### src/rtl/day10_line_parser_pkg.sv
// Shared constants and types for the day-10 line parser.
// Holds the ASCII byte codes, the parser state encoding and a digit classifier.
package day10_pkg;

  localparam logic [7:0] CH_LBRACK = 8'h5B;
  localparam logic [7:0] CH_RBRACK = 8'h5D;
  localparam logic [7:0] CH_HASH   = 8'h23;
  localparam logic [7:0] CH_DOT    = 8'h2E;
  localparam logic [7:0] CH_LPAREN = 8'h28;
  localparam logic [7:0] CH_COMMA  = 8'h2C;
  localparam logic [7:0] CH_RPAREN = 8'h29;
  localparam logic [7:0] CH_LBRACE = 8'h7B;
  localparam logic [7:0] CH_RBRACE = 8'h7D;
  localparam logic [7:0] CH_NL     = 8'h0A;
  localparam logic [7:0] CH_CR     = 8'h0D;
  localparam logic [7:0] CH_SP     = 8'h20;
  localparam logic [7:0] CH_ZERO   = 8'h30;
  localparam logic [7:0] CH_NINE   = 8'h39;

  typedef enum logic [2:0] {
    IDLE, LIGHTS, GAP, BUTTON, JOLT, EOL, EMIT, SKIP
  } parse_state_t;

  function automatic logic is_digit(input logic [7:0] c);
    return (c >= CH_ZERO) && (c <= CH_NINE);
  endfunction

endpackage

### src/rtl/day10_decimal_accum.sv
// Saturating decimal accumulator: acc <= acc*10 + digit, pinned at all-ones on overflow.
// Saturation guarantees an oversized index can never wrap into a legal one.
module day10_decimal_accum #(
  parameter int ACC_W = 8
) (
  input  logic             clk,
  input  logic             rst,
  input  logic             clear,
  input  logic             digit_valid,
  input  logic [3:0]       digit,
  output logic [ACC_W-1:0] acc
);

  localparam logic [ACC_W+3:0] TEN = (ACC_W+4)'(10);

  logic [ACC_W-1:0] acc_q, acc_d;
  logic [ACC_W+3:0] prod_s;

  // next accumulator value; clear wins over a digit
  always_comb begin
    prod_s = ({4'b0000, acc_q} * TEN) + {{ACC_W{1'b0}}, digit};
    if (clear) begin
      acc_d = '0;
    end else if (digit_valid) begin
      if (prod_s > {4'b0000, {ACC_W{1'b1}}}) begin
        acc_d = '1;
      end else begin
        acc_d = prod_s[ACC_W-1:0];
      end
    end else begin
      acc_d = acc_q;
    end
  end

  // accumulator register
  always_ff @(posedge clk) begin
    if (rst) begin
      acc_q <= '0;
    end else begin
      acc_q <= acc_d;
    end
  end

  assign acc = acc_q;

endmodule

### src/rtl/day10_line_parser.sv
// Parses one ASCII machine line ([lights] (buttons)... {jolts}\n) into a record
// and hands it out over a valid/ready handshake; malformed lines pulse parse_error.
module day10_line_parser
  import day10_pkg::*;
#(
  parameter int MAX_NUM_LIGHTS    = 10,
  parameter int MAX_NUM_BUTTONS   = 13,
  parameter int MAX_NUM_LIGHTS_W  = MAX_NUM_LIGHTS  <= 1 ? 1 : $clog2(MAX_NUM_LIGHTS + 1),
  parameter int MAX_NUM_BUTTONS_W = MAX_NUM_BUTTONS <= 1 ? 1 : $clog2(MAX_NUM_BUTTONS + 1)
) (
  input  logic                                            clk,
  input  logic                                            rst,
  input  logic                                            in_valid,
  output logic                                            in_ready,
  input  logic [7:0]                                      in_data,
  output logic                                            out_valid,
  input  logic                                            out_ready,
  output logic [MAX_NUM_LIGHTS_W-1:0]                     num_lights,
  output logic [MAX_NUM_BUTTONS_W-1:0]                    num_buttons,
  output logic [MAX_NUM_LIGHTS-1:0]                       target_lights_arrangement,
  output logic [MAX_NUM_BUTTONS-1:0][MAX_NUM_LIGHTS-1:0]  buttons,
  output logic                                            parse_error
);

  localparam int ACC_W = MAX_NUM_LIGHTS_W + 4;

  parse_state_t state_q, state_d;
  logic [MAX_NUM_LIGHTS_W-1:0]                    num_lights_q, num_lights_d;
  logic [MAX_NUM_BUTTONS_W-1:0]                   num_buttons_q, num_buttons_d;
  logic [MAX_NUM_LIGHTS-1:0]                      target_q, target_d;
  logic [MAX_NUM_BUTTONS-1:0][MAX_NUM_LIGHTS-1:0] buttons_q, buttons_d;
  logic have_digit_q, have_digit_d;
  logic after_comma_q, after_comma_d;
  logic out_valid_q, out_valid_d;
  logic in_ready_q, in_ready_d;
  logic parse_error_q, parse_error_d;

  logic                      byte_take_s, err_s, or_mask_s, idx_ok_s;
  logic                      acc_clear_s, acc_digit_s;
  logic [ACC_W-1:0]          acc_s;
  logic [MAX_NUM_LIGHTS-1:0] mask_s;

  day10_decimal_accum #(.ACC_W(ACC_W)) u_accum (
    .clk         (clk),
    .rst         (rst),
    .clear       (acc_clear_s),
    .digit_valid (acc_digit_s),
    .digit       (in_data[3:0]),
    .acc         (acc_s)
  );

  // spaces and carriage returns are swallowed in every state
  assign byte_take_s = in_valid && in_ready_q && (in_data != CH_SP) && (in_data != CH_CR);
  assign idx_ok_s    = (acc_s < {4'b0000, num_lights_q});

  // one-hot mask of the index currently in the accumulator
  always_comb begin
    mask_s = '0;
    for (int k = 0; k < MAX_NUM_LIGHTS; k++) begin
      mask_s[k] = (acc_s == ACC_W'(k));
    end
  end

  // next-state and record update for the accepted byte
  always_comb begin
    state_d       = state_q;
    num_lights_d  = num_lights_q;
    num_buttons_d = num_buttons_q;
    target_d      = target_q;
    buttons_d     = buttons_q;
    have_digit_d  = have_digit_q;
    after_comma_d = after_comma_q;
    err_s         = 1'b0;
    or_mask_s     = 1'b0;
    acc_clear_s   = 1'b0;
    acc_digit_s   = 1'b0;

    if (state_q == EMIT) begin
      if (out_ready) begin
        state_d = IDLE;
      end else begin
        state_d = EMIT;
      end
    end else if (byte_take_s) begin
      case (state_q)
        IDLE: begin
          if (in_data == CH_LBRACK) begin
            num_lights_d  = '0;
            num_buttons_d = '0;
            target_d      = '0;
            buttons_d     = '0;
            state_d       = LIGHTS;
          end else if (in_data == CH_NL) begin
            state_d = IDLE;
          end else begin
            err_s = 1'b1;
          end
        end
        LIGHTS: begin
          if ((in_data == CH_HASH) || (in_data == CH_DOT)) begin
            if (num_lights_q == MAX_NUM_LIGHTS_W'(MAX_NUM_LIGHTS)) begin
              err_s = 1'b1;
            end else begin
              for (int k = 0; k < MAX_NUM_LIGHTS; k++) begin
                if ((num_lights_q == MAX_NUM_LIGHTS_W'(k)) && (in_data == CH_HASH)) begin
                  target_d[k] = 1'b1;
                end else begin
                  target_d[k] = target_q[k];
                end
              end
              num_lights_d = num_lights_q + MAX_NUM_LIGHTS_W'(1);
            end
          end else if (in_data == CH_RBRACK) begin
            state_d = GAP;
          end else begin
            err_s = 1'b1;
          end
        end
        GAP: begin
          if (in_data == CH_LPAREN) begin
            if (num_buttons_q == MAX_NUM_BUTTONS_W'(MAX_NUM_BUTTONS)) begin
              err_s = 1'b1;
            end else begin
              acc_clear_s   = 1'b1;
              have_digit_d  = 1'b0;
              after_comma_d = 1'b0;
              state_d       = BUTTON;
            end
          end else if (in_data == CH_LBRACE) begin
            state_d = JOLT;
          end else begin
            err_s = 1'b1;
          end
        end
        BUTTON: begin
          if (is_digit(in_data)) begin
            acc_digit_s  = 1'b1;
            have_digit_d = 1'b1;
          end else if (in_data == CH_COMMA) begin
            if (!have_digit_q || !idx_ok_s) begin
              err_s = 1'b1;
            end else begin
              or_mask_s     = 1'b1;
              acc_clear_s   = 1'b1;
              have_digit_d  = 1'b0;
              after_comma_d = 1'b1;
            end
          end else if (in_data == CH_RPAREN) begin
            // "()" is a legal empty button, but "(1,)" is not
            if (have_digit_q ? !idx_ok_s : after_comma_q) begin
              err_s = 1'b1;
            end else begin
              or_mask_s     = have_digit_q;
              num_buttons_d = num_buttons_q + MAX_NUM_BUTTONS_W'(1);
              state_d       = GAP;
            end
          end else begin
            err_s = 1'b1;
          end
        end
        JOLT: begin
          if (in_data == CH_RBRACE) begin
            state_d = EOL;
          end else if (in_data == CH_NL) begin
            err_s = 1'b1;
          end else begin
            state_d = JOLT;
          end
        end
        EOL: begin
          if (in_data == CH_NL) begin
            state_d = EMIT;
          end else begin
            err_s = 1'b1;
          end
        end
        SKIP: begin
          if (in_data == CH_NL) begin
            state_d = IDLE;
          end else begin
            state_d = SKIP;
          end
        end
        default: begin
          state_d = IDLE;
        end
      endcase
    end else begin
      state_d = state_q;
    end

    if (or_mask_s) begin
      for (int j = 0; j < MAX_NUM_BUTTONS; j++) begin
        if (num_buttons_q == MAX_NUM_BUTTONS_W'(j)) begin
          buttons_d[j] = buttons_q[j] | mask_s;
        end else begin
          buttons_d[j] = buttons_q[j];
        end
      end
    end else begin
      buttons_d = buttons_d;
    end

    if (err_s) begin
      state_d = (in_data == CH_NL) ? IDLE : SKIP;
    end else begin
      state_d = state_d;
    end

    out_valid_d   = (state_d == EMIT);
    in_ready_d    = (state_d != EMIT);
    parse_error_d = err_s;
  end

  // parser state and registered record/handshake outputs
  always_ff @(posedge clk) begin
    if (rst) begin
      state_q       <= IDLE;
      num_lights_q  <= '0;
      num_buttons_q <= '0;
      target_q      <= '0;
      buttons_q     <= '0;
      have_digit_q  <= 1'b0;
      after_comma_q <= 1'b0;
      out_valid_q   <= 1'b0;
      in_ready_q    <= 1'b1;
      parse_error_q <= 1'b0;
    end else begin
      state_q       <= state_d;
      num_lights_q  <= num_lights_d;
      num_buttons_q <= num_buttons_d;
      target_q      <= target_d;
      buttons_q     <= buttons_d;
      have_digit_q  <= have_digit_d;
      after_comma_q <= after_comma_d;
      out_valid_q   <= out_valid_d;
      in_ready_q    <= in_ready_d;
      parse_error_q <= parse_error_d;
    end
  end

  assign in_ready                  = in_ready_q;
  assign out_valid                 = out_valid_q;
  assign parse_error               = parse_error_q;
  assign num_lights                = num_lights_q;
  assign num_buttons               = num_buttons_q;
  assign target_lights_arrangement = target_q;
  assign buttons                   = buttons_q;

endmodule

### config.mk
export PLATFORM = sky130hd
export DESIGN_NAME = day10_line_parser
export DESIGN_NICKNAME = d
export VERILOG_FILES = /design/src/rtl/day10_line_parser_pkg.sv /design/src/rtl/day10_decimal_accum.sv /design/src/rtl/day10_line_parser.sv
export SDC_FILE = /design/constraint.sdc
export NUM_CORES = 1
export LEC_CHECK = 0
export ABC_AREA = 1
export BUFFER_PORTS_ARGS = -buffer_cell sky130_fd_sc_hd__buf_2
export CAP_MARGIN = 20
export CORE_ASPECT_RATIO = 1.1
export CORE_UTILIZATION = 50
export CTS_CLUSTER_DIAMETER = 120
export DETAILED_ROUTE_END_ITERATION = 10
export GPL_TIMING_DRIVEN = 0
export PLACE_DENSITY = 0.75
export SYNTH_ARGS = -nofsm -noshare
export SYNTH_HDL_FRONTEND = slang
export SYNTH_HIERARCHICAL = 1
export SYNTH_SLANG_ARGS = --single-unit
export TNS_END_PERCENT = 100
### constraint.sdc
create_clock -name clk -period 2.9 [get_ports clk]
set_input_delay 0.435 -clock clk [delete_from_list [all_inputs] [get_ports clk]]
set_output_delay 0.435 -clock clk [all_outputs]
set_load 0.1 [all_outputs]
==> impl_metrics.tcl <==
set metrics [dict create \
    setup-tns-final_ps 0 \
    cts_buffer_depth 2 \
    period_minus_slack_ps 2470 \
    clock-sinks 164 \
    rsz0062_at_grt "false" \
    synth_largest_area_cell "dfxtp_1" \
    cts_tree "built" \
    final_net_count 1139 \
    endpoint "u_accum/acc[3]" \
    dp.cells 1268 \
    cts_buffers 17 \
    synth_top_area_share_pct 45.9 \
    viasPerCell 5.21 \
    final_util_pct 63.4 \
    p_per_area_nw_per_um2 660 \
    critPathKind "register to register" \
    worstPathRequired_ps 3220 \
    portBuffers 162 \
    grt_pass1_vias 6371 \
    clk_pin_slew_ps 70 \
    crit_path_end_kind "register" \
    drive_gt1_share_pct 23.7 \
    core_um2 13900 \
    drc 0 \
    hold_path.class "primary input to register" \
    slew_viol_final 0 \
    crit_fanout 8 \
    status "finished, final reports clean" \
    dpl.hpwl_um 13900 \
    ys_ff_latch 164 \
    drtIter0Drc 483 \
    synth_cells 918 \
    power_leakage_nw 4.09 \
    relSlewSlack_pct 40.1 \
    yosysWarnings 6 \
    syn_nets 958 \
    cts_resized 0 \
    hold_viol 0 \
    synth.distinct_cells 37 \
    ir_drop_mv 0.449 \
    vias 6769 \
    tightest_slew_ps 891 \
    route.final.wire_length_um 19500 \
    die_x_um 116 \
    wl_per_cell_um 15.0 \
    htree_levels 4 \
    dieArea_um2 14800 \
    postCtsHoldBufs 0 \
    antenna_cells 0 \
    grt_max_degree 18 \
    rows 45 \
    cts_setup_buffers 0 \
    pin_count 163 \
    crit_arrival_ps 2790 \
    rr_worst_depth 11 \
    fin_crit_sh_pct 85.3 \
    fmax_mhz 404 \
    clock_skew_ps 9.66 \
    clk_latency_ps 440 \
    final-setup-viol-count 0 \
    firstDrtPassIters 5 \
    place.gp.congestion 0.910 \
    finalPower_w 0.00582 \
    ys_seq_area_share_pct 45.9 \
    fp.dieH_um 127 \
    regToRegStartpoint "u_accum/acc[1]" \
    yosys-top-cells-area "dfxtp_1 (46%), a21oi_1 (11%), nor2_1 (9.5%), nand2_1 (5.9%), nand3_1 (5.1%)" \
    reg2reg_to "u_accum/acc[3]" \
    cp-start-kind "register" \
    stdcell_count 1300 \
    antenna_found_initial 0 \
    grtUsageTotal_pct 27.4 \
    synth.cell_area_um2 7150 \
    cap_violations 0 \
    syn_avg_cell_area_um2 7.79 \
    startpoint "u_accum/acc[1]" \
    start_util_pct 51.4 \
    regToRegSetupSlack_ps 430 \
    root_buffer "clkbuf_16" \
    grt_pass1_wl_um 31200 \
    ant_nets 0 \
    syn_to_final_growth_pct 23.2 \
    grt-ovfl-total 0 \
]
-- area by class of cell --
type / count / area (um^2)
clock inverter: 15 / 186
fill: 1309 / 5100
multi-input combinational: 650 / 3410
timing repair buffer: 162 / 811
sequential: 164 / 3280
tap: 188 / 235
inverter: 70 / 263
buffer: 34 / 200
clock buffer: 17 / 425
-- registers in the layout, summed over array words and instances, names as in the netlist --
register	count
buttons	130
target_lights_arrangement	10
u_accum/acc	8
num_buttons	4
num_lights	4
state_q	3
after_comma_q	1
have_digit_q	1
in_ready	1
out_valid	1
parse_error	1
-- metal layers --
layer	up-vias	GRT usage, %	routed length, um
met3	45	7.54	1360
met4	0	13.0	608
met1	3106	33.2	8390
met2	208	44.8	9140
met5	-	0	0
li1	3410	-	-
-- critical path, cell delays in order, from the launching register on --
cell     delay (ps)
dfxtp_1         470
ha_1            280
ha_1            230
fa_1            400
xor2_1          280
inv_2            80
nor2_4          120
inv_2            40
nor2_2           80
nor2_2           70
nor2_8          210
a21oi_2          80
-- report_power, final --
| group | switching, W | total, W | internal (W) |
|---|---|---|---|
| registers | 0.0000534 | 0.00236 | 0.00231 |
| clock network | 0.00103 | 0.00234 | 0.00131 |
| logic | 0.000842 | 0.00112 | 0.000277 |
| total | 0.00193 | 0.00582 | 0.00389 |
-- cell families after synthesis --
group	Yosys count	synth area share [%]
AND/OR/NAND/NOR	407	24.9
adder cells (fa/ha/maj)	28	5.11
flip-flops	164	45.9
XOR/XNOR	2	0.245
buffers and inverters	104	6.47
AO/OA/AOI/OAI	213	17.3
-- cell usage in the layout (no fill, tap or decap), types with 7 or more instances in the layout --
cell,instances
clkbuf_1,18
dfxtp_1,164
a21oi_2,8
a211oi_1,10
o21ai_0,16
nor3_1,8
o21ai_4,9
a21oi_1,162
buf_6,8
clkbuf_16,17
nand2_1,112
ha_1,26
buf_2,168
inv_1,60
inv_2,9
nand3_1,73
nor2_1,181
nor2_2,7
-- worst min path at each step --
stage,start,to,slack [ps],cells past startpoint
global route,rst,target_lights_arrangement[7],330,2
finish,rst,target_lights_arrangement[7],330,2
floorplan,have_digit_q,have_digit_q,460,2
global placement,buttons[55],buttons[55],440,2
CTS,rst,num_lights[1],320,2
detailed placement,buttons[55],buttons[55],440,2
-- cells in the mapped netlist (all sizes together) --
cell	instances
nor2	191
a21oi	170
dfxtp	164
nand2	117
nand3	78
inv	69
o21ai	29
ha	26
clkbuf	19
buf	15
a211oi	10
nor3	8
nor4	4
or2	4
a31oi	3
nand4	3
fa	2
xor2	2
a21o	1
clkinv	1
nand3b	1
nor3b	1
-- metrics by stage --
| stage | area (um^2) | hold slack (ps) | setup slack, ps |
|---|---|---|---|
| floorplan | 7150 | 463 | 154 |
| global placement | 8200 | 438 | 449 |
| detailed placement | 8200 | 439 | 439 |
| CTS | 8810 | 318 | 428 |
| global route | 8810 | 334 | 282 |
| finish | 8810 | 329 | 427 |
(Power assumes the default switching activity.)
